--- src/rtl/keypad_scanner.sv ---
// 4x4 matrix keypad scanner: drives one row low at a time, debounces a press,
// emits a single pulse per accepted key, then waits for a debounced release.
module keypad_scanner #(
  parameter int SCAN_DIV     = 1000,
  parameter int DEBOUNCE_CNT = 20000
) (
  input  logic       clock,
  input  logic       reset,
  input  logic [3:0] col_in,
  output logic [3:0] row_out,
  output logic [3:0] keyboard_digit,
  output logic       digit_valid,
  output logic       enter_pulse,
  output logic       clear_pulse,
  output logic       key_down
);

  localparam int SCAN_W = (SCAN_DIV > 2) ? $clog2(SCAN_DIV) : 1;
  localparam int DEB_W  = (DEBOUNCE_CNT > 2) ? $clog2(DEBOUNCE_CNT) : 1;
  localparam logic [SCAN_W-1:0] SCAN_LAST = SCAN_W'(SCAN_DIV - 1);
  localparam logic [DEB_W-1:0]  DEB_LAST  = DEB_W'(DEBOUNCE_CNT - 1);

  typedef enum logic [1:0] {SCAN, DEBOUNCE, EMIT, RELEASE} state_t;
  typedef enum logic [1:0] {KEY_NONE, KEY_DIGIT, KEY_ENTER, KEY_CLEAR} key_kind_t;
  typedef struct packed {
    key_kind_t  kind;
    logic [3:0] digit;
  } key_t;

  state_t            state, state_nx;
  logic [1:0]        row, row_nx;
  logic [SCAN_W-1:0] scan_cnt, scan_cnt_nx;
  logic [DEB_W-1:0]  deb_cnt, deb_cnt_nx;
  logic [3:0]        col_p0, col_s;
  logic [3:0]        pattern;
  logic [3:0]        digit_q;
  key_t              emit_key;

  // Multi-key patterns (more than one low column) decode to KEY_NONE.
  function automatic key_t decode_key(input logic [1:0] r, input logic [3:0] pat);
    key_t       k;
    logic [1:0] c;
    logic       single;
    k.kind  = KEY_NONE;
    k.digit = 4'd0;
    c       = 2'd0;
    single  = 1'b1;
    case (pat)
      4'b1110: c = 2'd0;
      4'b1101: c = 2'd1;
      4'b1011: c = 2'd2;
      4'b0111: c = 2'd3;
      default: single = 1'b0;
    endcase
    if (single) begin
      if (r != 2'd3 && c != 2'd3) begin
        k.kind  = KEY_DIGIT;
        k.digit = {2'b00, r} * 4'd3 + {2'b00, c} + 4'd1;
      end else if (r == 2'd3) begin
        case (c)
          2'd0:    k.kind = KEY_CLEAR;
          2'd1:    k.kind = KEY_DIGIT;
          2'd2:    k.kind = KEY_ENTER;
          default: k.kind = KEY_NONE;
        endcase
      end
    end
    return k;
  endfunction

  assign emit_key = decode_key(row, pattern);

  // Column synchronizer: idles at all-released so reset never looks like a press
  always_ff @(posedge clock or negedge reset) begin
    if (!reset) begin
      col_p0 <= 4'hF;
      col_s  <= 4'hF;
    end else begin
      col_p0 <= col_in;
      col_s  <= col_p0;
    end
  end

  always_ff @(posedge clock) begin
    if (state == SCAN && scan_cnt == SCAN_LAST && col_s != 4'hF)
      pattern <= col_s;
  end

  always_ff @(posedge clock or negedge reset) begin
    if (!reset) begin
      state    <= SCAN;
      row      <= 2'd0;
      scan_cnt <= '0;
      deb_cnt  <= '0;
      digit_q  <= 4'd0;
    end else begin
      state    <= state_nx;
      row      <= row_nx;
      scan_cnt <= scan_cnt_nx;
      deb_cnt  <= deb_cnt_nx;
      if (state == EMIT && emit_key.kind == KEY_DIGIT)
        digit_q <= emit_key.digit;
    end
  end

  always_comb begin
    state_nx    = state;
    row_nx      = row;
    scan_cnt_nx = scan_cnt;
    deb_cnt_nx  = deb_cnt;
    unique case (state)
      SCAN: begin
        if (scan_cnt == SCAN_LAST) begin
          scan_cnt_nx = '0;
          if (col_s != 4'hF) begin
            state_nx   = DEBOUNCE;
            deb_cnt_nx = '0;
          end else begin
            row_nx = row + 2'd1;
          end
        end else begin
          scan_cnt_nx = scan_cnt + 1'b1;
        end
      end
      DEBOUNCE: begin
        if (col_s == pattern) begin
          if (deb_cnt == DEB_LAST) state_nx = EMIT;
          else                     deb_cnt_nx = deb_cnt + 1'b1;
        end else begin
          state_nx    = SCAN;
          scan_cnt_nx = '0;
        end
      end
      EMIT: begin
        state_nx   = RELEASE;
        deb_cnt_nx = '0;
      end
      RELEASE: begin
        if (col_s == 4'hF) begin
          if (deb_cnt == DEB_LAST) begin
            state_nx    = SCAN;
            row_nx      = row + 2'd1;
            scan_cnt_nx = '0;
            deb_cnt_nx  = '0;
          end else begin
            deb_cnt_nx = deb_cnt + 1'b1;
          end
        end else begin
          deb_cnt_nx = '0;
        end
      end
      default: state_nx = SCAN;
    endcase
  end

  always_comb begin
    row_out        = ~(4'b0001 << row);
    key_down       = (state != SCAN);
    keyboard_digit = digit_q;
    digit_valid    = 1'b0;
    enter_pulse    = 1'b0;
    clear_pulse    = 1'b0;
    if (state == EMIT) begin
      case (emit_key.kind)
        KEY_DIGIT: begin
          digit_valid    = 1'b1;
          keyboard_digit = emit_key.digit;
        end
        KEY_ENTER: enter_pulse = 1'b1;
        KEY_CLEAR: clear_pulse = 1'b1;
        default: ;
      endcase
    end
  end

endmodule

--- config.mk ---
export PLATFORM = sky130hd
export DESIGN_NAME = keypad_scanner
export DESIGN_NICKNAME = d
export VERILOG_FILES = /design/src/rtl/keypad_scanner.sv
export SDC_FILE = /design/constraint.sdc
export NUM_CORES = 1
export LEC_CHECK = 0
export CELL_PAD_IN_SITES_DETAIL_PLACEMENT = 0
export CELL_PAD_IN_SITES_GLOBAL_PLACEMENT = 1
export CORE_MARGIN = 2
export CORE_UTILIZATION = 46
export DETAILED_ROUTE_END_ITERATION = 10
export PLACE_DENSITY_LB_ADDON = 0.3
export SYNTH_ARGS = -nofsm -noshare
export SYNTH_HDL_FRONTEND = slang
export SYNTH_SLANG_ARGS = --single-unit
--- constraint.sdc ---
create_clock -name clock -period 3.1 [get_ports clock]
set_clock_uncertainty 0.1 [all_clocks]
set_input_delay 0.62 -clock clock [delete_from_list [all_inputs] [get_ports clock]]
set_output_delay 0.62 -clock clock [all_outputs]
set_load 0.05 [all_outputs]
Yosys cells after proc, flatten, opt, wreduce, memory -nomap -nowiden
Cells that the tools add are included.
{"block": "classes", "eq_ne": 29, "addsub": 5, "mux": 39, "n_reduce_logical": 14, "n_mul": 1, "bitwise": 1, "n_shift": 1}
{"operator": "$mux 15", "n": 6}
{"operator": "$pmux 15 s4", "n": 1}
{"operator": "$mux 10", "n": 4}
{"operator": "$pmux 10 s3", "n": 1}
{"operator": "$mux 2", "n": 12}
{"operator": "$eq 4x4->1 const B", "n": 4}
{"operator": "$ne 2x2->1 const B", "n": 8}
{"operator": "$add 15x1->15 const B", "n": 1}
{"operator": "$eq 15x15->1 const B", "n": 1}
{"operator": "$eq 2x2->1 const B", "n": 6}
{"operator": "$mux 4", "n": 3}
{"operator": "$pmux 2 s3", "n": 2}
{"operator": "$add 10x1->10 const B", "n": 1}
{"operator": "$eq 10x10->1 const B", "n": 1}
{"operator": "$reduce_and 5->1", "n": 2}
{"operator": "$pmux 2 s4", "n": 1}
{"operator": "$reduce_and 4->1", "n": 2}
{"operator": "$mux 1", "n": 7}
{"operator": "$eq 2x1->1 const B", "n": 3}
{"operator": "$mux 6", "n": 1}
{"operator": "$add 4x1->4 const B", "n": 1}
{"operator": "$add 4x2->4", "n": 1}
{"operator": "$eq 4x3->1 const B", "n": 1}
{"operator": "$eq 4x4->1", "n": 1}
{"operator": "other kinds (13)", "n": 19}
{"block": "totals", "word_cells": 98, "ff_bits": 45, "in_bits": 6, "out_inout_bits": 12}

Logic depth before layout (Yosys ltp)
Gate-level depths: netlist (run 1).
{"block": "logic_depth", "depth_word": 10, "depth_mapped": 9, "ltp_nobuf": 8}

Worst setup path before layout (run 1)
No wires, ideal clock.
{"block": "synth_path", "path_type": "reg2out", "startpoint": "register pattern[2]", "endpoint": "output keyboard_digit[2]", "setup_slack_ns": 0.086, "n_path_buf": 1, "stages_incl_launch_ff": 10, "t_arrival_ns": 2.294, "path_cell_list": "edfxtp_1 -> clkbuf_1 -> xnor2_1 -> nor2_1 -> fa_1 -> inv_1 -> fa_1 -> xor2_1 -> nor2_1 -> mux2_2"}
{"block": "synth_between", "elab_chain_len": 10, "elab_cells_between_ends": 22, "cone_classes": "2 x add/sub; 8 x eq/ne; 9 x mux; 3 x reduce/logical"}
{"item": "start, declared", "line_no": "35", "source": "logic [3:0] pattern;"}
{"item": "start signal, assigned", "line_no": "86", "source": "pattern <= col_s;"}
{"item": "branches (longest 6 deep; another with $add 4x2->4)"}
{"item": "$mux 6 *", "line_no": "55", "source": "if (single) begin"}
{"item": "$eq 2x1->1", "line_no": "164", "source": "case (emit_key.kind)"}
{"item": "$mux 4 *", "line_no": "164"}
{"item": "$mux 4 *", "line_no": "163", "source": "if (state == EMIT) begin"}
{"item": "end, declared", "line_no": "11", "source": "output logic [3:0] keyboard_digit,"}
Every way passes the cells marked *.

Final worst setup path (run 1)
{"block": "layout_path", "startpoint": "register pattern[3]", "endpoint": "output keyboard_digit[3]"}
Same word-level chain as after synthesis.

==> impl_metrics.json, run 1 <==
{
  "antenna_found_initial": 0,
  "drt_iter0_markers": 139,
  "grtUsageTotal_pct": 18.76,
  "met2_usage_pct": 30.98,
  "nets": 331,
  "finalWirelength_um": 5754,
  "synth-edff-count": 4,
  "switchingPower_uw": 229.0,
  "finalWeightedCongestion": 0.7532,
  "n_antenna_cell": 0,
  "ir_worst_vdd_mv": 0.2213,
  "sequentialPowerShare_pct": 52.2,
  "netlist.area_leader.share_pct": 29.44,
  "drc": 0,
  "rsz0062_at_grt": "yes",
  "relSlewSlack_pct": 30.62,
  "period_share_pct": 106.3,
  "postRouteAntennaNets": 0,
  "met1_usage_pct": 25.05,
  "clkPwrFrac_pct": 46.2,
  "cp_num_cells": 9,
  "cellPowerDensity_nw_per_um2": 357.9,
  "area_delta_synth_final_pct": 15.92,
  "p_leak_nw": 1.403,
  "synthFlopType": "dfrtp_1",
  "r2r_setup_slack_ps": 620,
  "worstReg2RegEnd": "scan_cnt[8]",
  "final-hold-violation-count": 0,
  "synth.distinct_cells": 54,
  "tightest_slew_ps": 1041,
  "internal_power_uw": 934.8,
  "yosys-top-cells-count": "33 x dfrtp_1, 22 x nand2_1, 22 x nand3_1, 19 x inv_1, 14 x nor2_1",
  "vias": 2246,
  "cp-start-kind": "flop",
  "status": "complete, but fails checks",
  "path_cells": "xnor2_1, nor2_1, fa_1, ha_1, a21o_1, a21oi_2, nor2_1, mux2_4, buf_8",
  "die_h_um": 82.09,
  "nFillCells": 517,
  "cts_buffers": 5,
  "clockBufferDepth": 2,
  "io_pins": 18,
  "cts_tree": "done",
  "p_sw_share_pct": 19.68,
  "grt_max_degree": 42,
  "violations": "setup timing",
  "critical_path.top_delay_family": "adder cells",
  "reg2reg_depth": 6,
  "cp_num_buf_inv": 1,
  "die_x_um": 82.09,
  "num_rows": 28,
  "max_stage_delay_ps": 480,
  "rr_startpoint": "deb_cnt[5]",
  "layout-drive-gt1-share_pct": 18.01,
  "synth_area_leaders": "dfrtp_1 29%, dfstp_2 7.5%, ha_1 5.8%, edfxtp_1 4.3%, nand3_1 3.9%",
  "pwr-share-comb_pct": 1.7,
  "place_ws_ps": 69.66,
  "worst_slack_ps": -195.7,
  "yosysWarnings": 0,
  "start_util_pct": 47.38,
  "yosys.area.top_type": "dfrtp_1",
  "grt_overflow": 0,
  "synthesis.area_um2": 2805,
  "maxSlewViolCount": 0,
  "via_per_inst": 5.819,
  "synthCells": 288,
  "critPathRequiredTime_ps": 2380,
  "cp-startpoint": "pattern[3]",
  "dieArea_um2": 6739,
  "setup_viol_count_final": 3,
  "max_freq_ghz": 0.3034,
  "hold_path.class": "reg -> reg",
  "synth_async_sr_flop_share_pct": 91.11,
  "clkLatencyLatePin_ps": 300,
  "critical_path_arrival_ps": 2580,
  "clock-sinks": 45,
  "htreeDepth": 2,
  "crit_path_end_kind": "output pin",
  "dr.pass1.iters": 4,
  "period_needed_ps": 3296,
  "wl_per_cell_um": 14.91,
  "cp-endpoint": "keyboard_digit[3]",
  "core_area_um2": 5921,
  "syn-num-nets": 309,
  "critPathKind": "reg -> out",
  "grt_pass1_vias": 2117,
  "ys_seq_area_share_pct": 41.21,
  "avgSynthCellArea_um2": 9.740,
  "ctsRootBufferMaster": "clkbuf_8",
  "clk_pin_slew_ps": 90,
  "path_common_cell": "nor2_1",
  "portBuffers": 17,
  "worstPathMaxFanout": 2,
  "grt_util_met3_pct": 3.587,
  "fin_tns_setup_ps": -450.2,
  "hold_buffers": 0,
  "drv_cap": 0,
  "slowest_stage": "fa_1",
  "yosysMostFrequentCell": "dfrtp_1",
  "synth-seq-cells": 45,
  "dp_hpwl_um": 4025,
  "grt.busiest_layer": "met2",
  "grt_pass1_wl_um": 9777
}
## worst min-delay path by stage
stage                          from   endpoint  slack [ps]  cells past startpoint
final                     col_p0[0]   col_s[0]         260                      0
after global routing      col_p0[2]   col_s[2]         260                      0
after CTS                 col_p0[2]   col_s[2]         260                      0
after detailed placement  col_p0[2]   col_s[2]         250                      0
after global placement    col_p0[2]   col_s[2]         250                      0
after floorplan               reset  async pin         220                      0
## layout make-up
type | instances | area (um^2) | area share (%)
sequential | 45 | 1156 | 35.55
tap | 75 | 93.84 | 2.886
multi-input combinational | 209 | 1510 | 46.44
clock inverter | 3 | 68.82 | 2.116
inverter | 19 | 71.32 | 2.193
clock buffer | 5 | 68.82 | 2.116
timing repair buffer | 30 | 282.8 | 8.696
## power by group through the flow
stage          registers (mW)  clock network, mW  logic [mW]
2_1_floorplan           0.618                  0     0.00342
3_3_place_gp            0.618                  0      0.0205
4_1_cts                 0.607              0.554      0.0207
3_5_place_dp            0.619                  0      0.0207
5_1_grt                 0.608              0.581      0.0231
6_report                0.607              0.537      0.0196
## worst register-to-register path, stage by stage (launching register included)
cell and delay, ps:
dfrtp_1 510, or4_4 590, o41ai_1 520, o2111ai_1 190, buf_4 210, o21ai_0 170
o31ai_1 90
## registers in the layout, summed over array words and instances (netlist names), named ones only
register  cells
col_p0        4
col_s         4
deb_cnt      15
digit_q       4
pattern       4
row           2
scan_cnt     10
state         1
## cell usage in the layout, fill, tap and decap left out, types with 6 or more instances in the layout
cell type / netlist / final
o31ai_1: 7 / 7
xnor2_1: 6 / 6
nor2_1: 14 / 14
inv_1: 19 / 18
o21ai_1: 10 / 10
mux2_2: 9 / 6
a21oi_1: 7 / 6
o41ai_1: 6 / 6
buf_4: 0 / 15
nand3_1: 22 / 21
ha_1: 13 / 12
clkdlybuf4s50_1: 0 / 11
or4_1: 7 / 7
o211ai_1: 7 / 7
dfstp_2: 8 / 8
nand4_1: 9 / 9
nand2_1: 22 / 22
and3_1: 12 / 11
dfrtp_1: 33 / 33
## what timing repair did
| action | in CTS | in global routing |
|---|---|---|
| buffers inserted | 1 | 2 |
| pin swaps | 10 | 5 |
| setup endpoints to repair | 3 | 4 |
| gates cloned | 0 | 0 |
| resized for setup | 10 | 1 |
| hold endpoints to repair | 0 | 0 |
## logic make-up (layout without fill, tap and decap cells)
group / count (synthesis) / after routing / synth area share (%)
adders and majority gates: 15 / 15 / 7.226
AOI/OAI and AO/OA: 62 / 62 / 16.06
DFF: 45 / 45 / 41.21
buffers and inverters: 34 / 57 / 5.888
muxes: 11 / 11 / 4.371
and+or+nand+nor: 112 / 112 / 22.44
xor gates and xnor gates: 9 / 9 / 2.810
## routing by layer
| layer | share of wire (%) | routed length (um) | vias up |
|---|---|---|---|
| met5 | 0 | 0 | - |
| met4 | 1.5 | 89 | 0 |
| met3 | 2.6 | 151 | 7 |
| met2 | 48 | 2781 | 31 |
| met1 | 47 | 2730 | 1091 |
| li1 | - | - | 1117 |
## per-stage QoR
step	area (um^2)	utilization [%]	std cells	power [mW]	hold slack [ps]
4_1_cts	3236	54.65	384	1.182	260.8
3_5_place_dp	3058	51.65	375	0.6393	247.2
5_1_grt	3252	54.92	386	1.212	263.7
3_3_place_gp	3058	51.65	375	0.6388	246.3
6_report	3252	54.92	386	1.164	259.7
2_1_floorplan	2805	-	288	0.6211	224.4
(Power assumes the default switching activity.)
==> run 2: changes to the inputs <==
clock period = 3.2 ns   (was 3.1 ns; I/O delays follow)
==> run 2 against run 1 <==
Effect of this change: the run still ends with setup timing left; worst hold slack better by 3.3 ps; register-to-register slack gained 40 ps; sequential share of layout area rose by 0.74 points; flip-flop and latch count did not move; cell count fell by 1.0%; via count fell by 1.9%; power fell by 14%; clock power shrank 28%.
==> impl_metrics.json, run 2 (synthesized netlist as in run 1, its figures left out) <==
{
  "status": "complete, but fails checks",
  "violations": "setup timing",
  "postCtsSetupBuffers": 0,
  "via_per_inst": 5.770,
  "crit_path_end_kind": "output pin",
  "n_antenna_cell": 0,
  "ctsRootBufferMaster": "clkbuf_8",
  "layout-drive-gt1-share_pct": 16.61,
  "relSlewSlack_pct": 39.31,
  "grt_max_degree": 42,
  "postRouteAntennaNets": 0,
  "start_util_pct": 47.38,
  "period_share_pct": 102.9,
  "critPathKind": "reg -> out",
  "drt_iter0_markers": 102,
  "clock-sinks": 45,
  "die_h_um": 82.09,
  "largestRegisters": "deb_cnt x15, scan_cnt x10",
  "finalWirelength_um": 5700,
  "ir_worst_vdd_mv": 0.1875,
  "dr.pass1.iters": 4,
  "final-hold-violation-count": 0,
  "period_needed_ps": 3292,
  "p_total_uw": 996.5,
  "cp-start-kind": "flop",
  "postPlaceCellArea_um2": 3053,
  "hold_path.class": "reg -> reg",
  "dieArea_um2": 6739,
  "grtUsageTotal_pct": 18.67,
  "cellPowerDensity_nw_per_um2": 312.8,
  "mostFrequentLayoutCells": "33 x dfrtp_1, 22 x nand2_1, 21 x nand3_1",
  "grt_overflow": 0,
  "clk_pin_slew_ps": 100,
  "grt_pass1_wl_um": 9860,
  "maxSlewViolCount": 0,
  "io_pins": 18,
  "vias": 2204,
  "largest_register_ffs": 15,
  "clkLatencyLatePin_ps": 310,
  "area_delta_synth_final_pct": 13.56,
  "worstPathMaxFanout": 2,
  "p_leak_nw": 1.379,
  "nets": 327,
  "rsz0062_at_grt": "yes",
  "die_x_um": 82.09,
  "finalWeightedCongestion": 0.7937,
  "worst_slack_ps": -92.43,
  "tightest_slew_ps": 910.3,
  "max_freq_ghz": 0.3037,
  "critPathRequiredTime_ps": 2460,
  "nFillCells": 545,
  "antenna_found_initial": 0,
  "wl_per_cell_um": 14.92,
  "portBuffers": 17,
  "fin_util_pct": 53.80,
  "dp_hpwl_um": 3901,
  "grt_pass1_vias": 2110,
  "htreeDepth": 2,
  "final_area_um2": 3186,
  "drc": 0,
  "drv_cap": 0,
  "final_common_cell": "dfrtp_1",
  "critical_path_arrival_ps": 2550,
  "largest-register": "deb_cnt",
  "setup_viol_count_final": 3,
  "cts_tree": "done",
  "cts_buffers": 5,
  "clockBufferDepth": 2,
  "core_area_um2": 5921,
  "num_rows": 28
}
-- run 2: power breakdown --
| group | switching (mW) | internal [mW] |
|---|---|---|
| Clock | 0.227 | 0.163 |
| Combinational | 0.0121 | 0.00672 |
| Sequential | 0.00369 | 0.585 |
| Total | 0.243 | 0.754 |
-- run 2: cell type report --
| cell class | count | area [um^2] | share of cell area, % |
|---|---|---|---|
| sequential | 45 | 1156 | 36.29 |
| tap | 75 | 93.84 | 2.946 |
| clock buffer | 5 | 68.82 | 2.160 |
| timing repair buffer | 26 | 257.7 | 8.091 |
| clock inverter | 3 | 26.28 | 0.8248 |
| inverter | 19 | 71.32 | 2.239 |
| multi-input combinational | 209 | 1511 | 47.45 |
-- run 2: repair_timing --
item                       CTS  global route
gates resized for setup      8             4
setup endpoints to repair    3             4
pin swaps                   10             2
hold buffers                 0             0
-- run 2: critical path, cell delays in order (launching register included) --
cell and delay, ps:
edfxtp_1 410, xnor2_1 140, nor2_1 140, fa_1 470
ha_1 290, a21o_1 180, a21oi_2 130, nor2_2 60
mux2_4 270, buf_8 150
-- run 2: routing by layer --
metal  share of wire [%]  vias to the layer above  global-route usage, %
met2                  47                       43                  30.73
li1                    -                     1104                      -
met3                 2.9                        4                  3.587
met5                   0                        -                      0
met4                0.84                        0                  4.667
met1                  50                     1053                  25.38
-- run 2: worst paths after layout --
| check | from | slack (ps) | depth (start not counted) | end |
|---|---|---|---|---|
| setup / recovery | pattern[2] | -90 | 9 | keyboard_digit[3] |
| hold / removal | col_p0[2] | 260 | 0 | col_s[2] |
| setup reg to reg | deb_cnt[5] | 660 | 5 | deb_cnt[5] |
| hold reg to reg | col_p0[2] | 260 | 0 | col_s[2] |
| max in group asynchronous | reset | 2070 | 1 | scan_cnt[7] |
| min in group asynchronous | reset | 350 | 1 | digit_q[1] |
-- run 2: metrics by stage --
step	hold slack [ps]	std cells	setup WS, ps	TNS [ps]
after global placement	246.6	374	231.5	0
after detailed placement	247.8	374	168.1	0
after CTS	263.0	382	-146.1	-407.8
after floorplan	244.4	288	166.0	0
final	262.9	382	-92.43	-209.3
after global routing	268.6	382	-223.5	-533.7
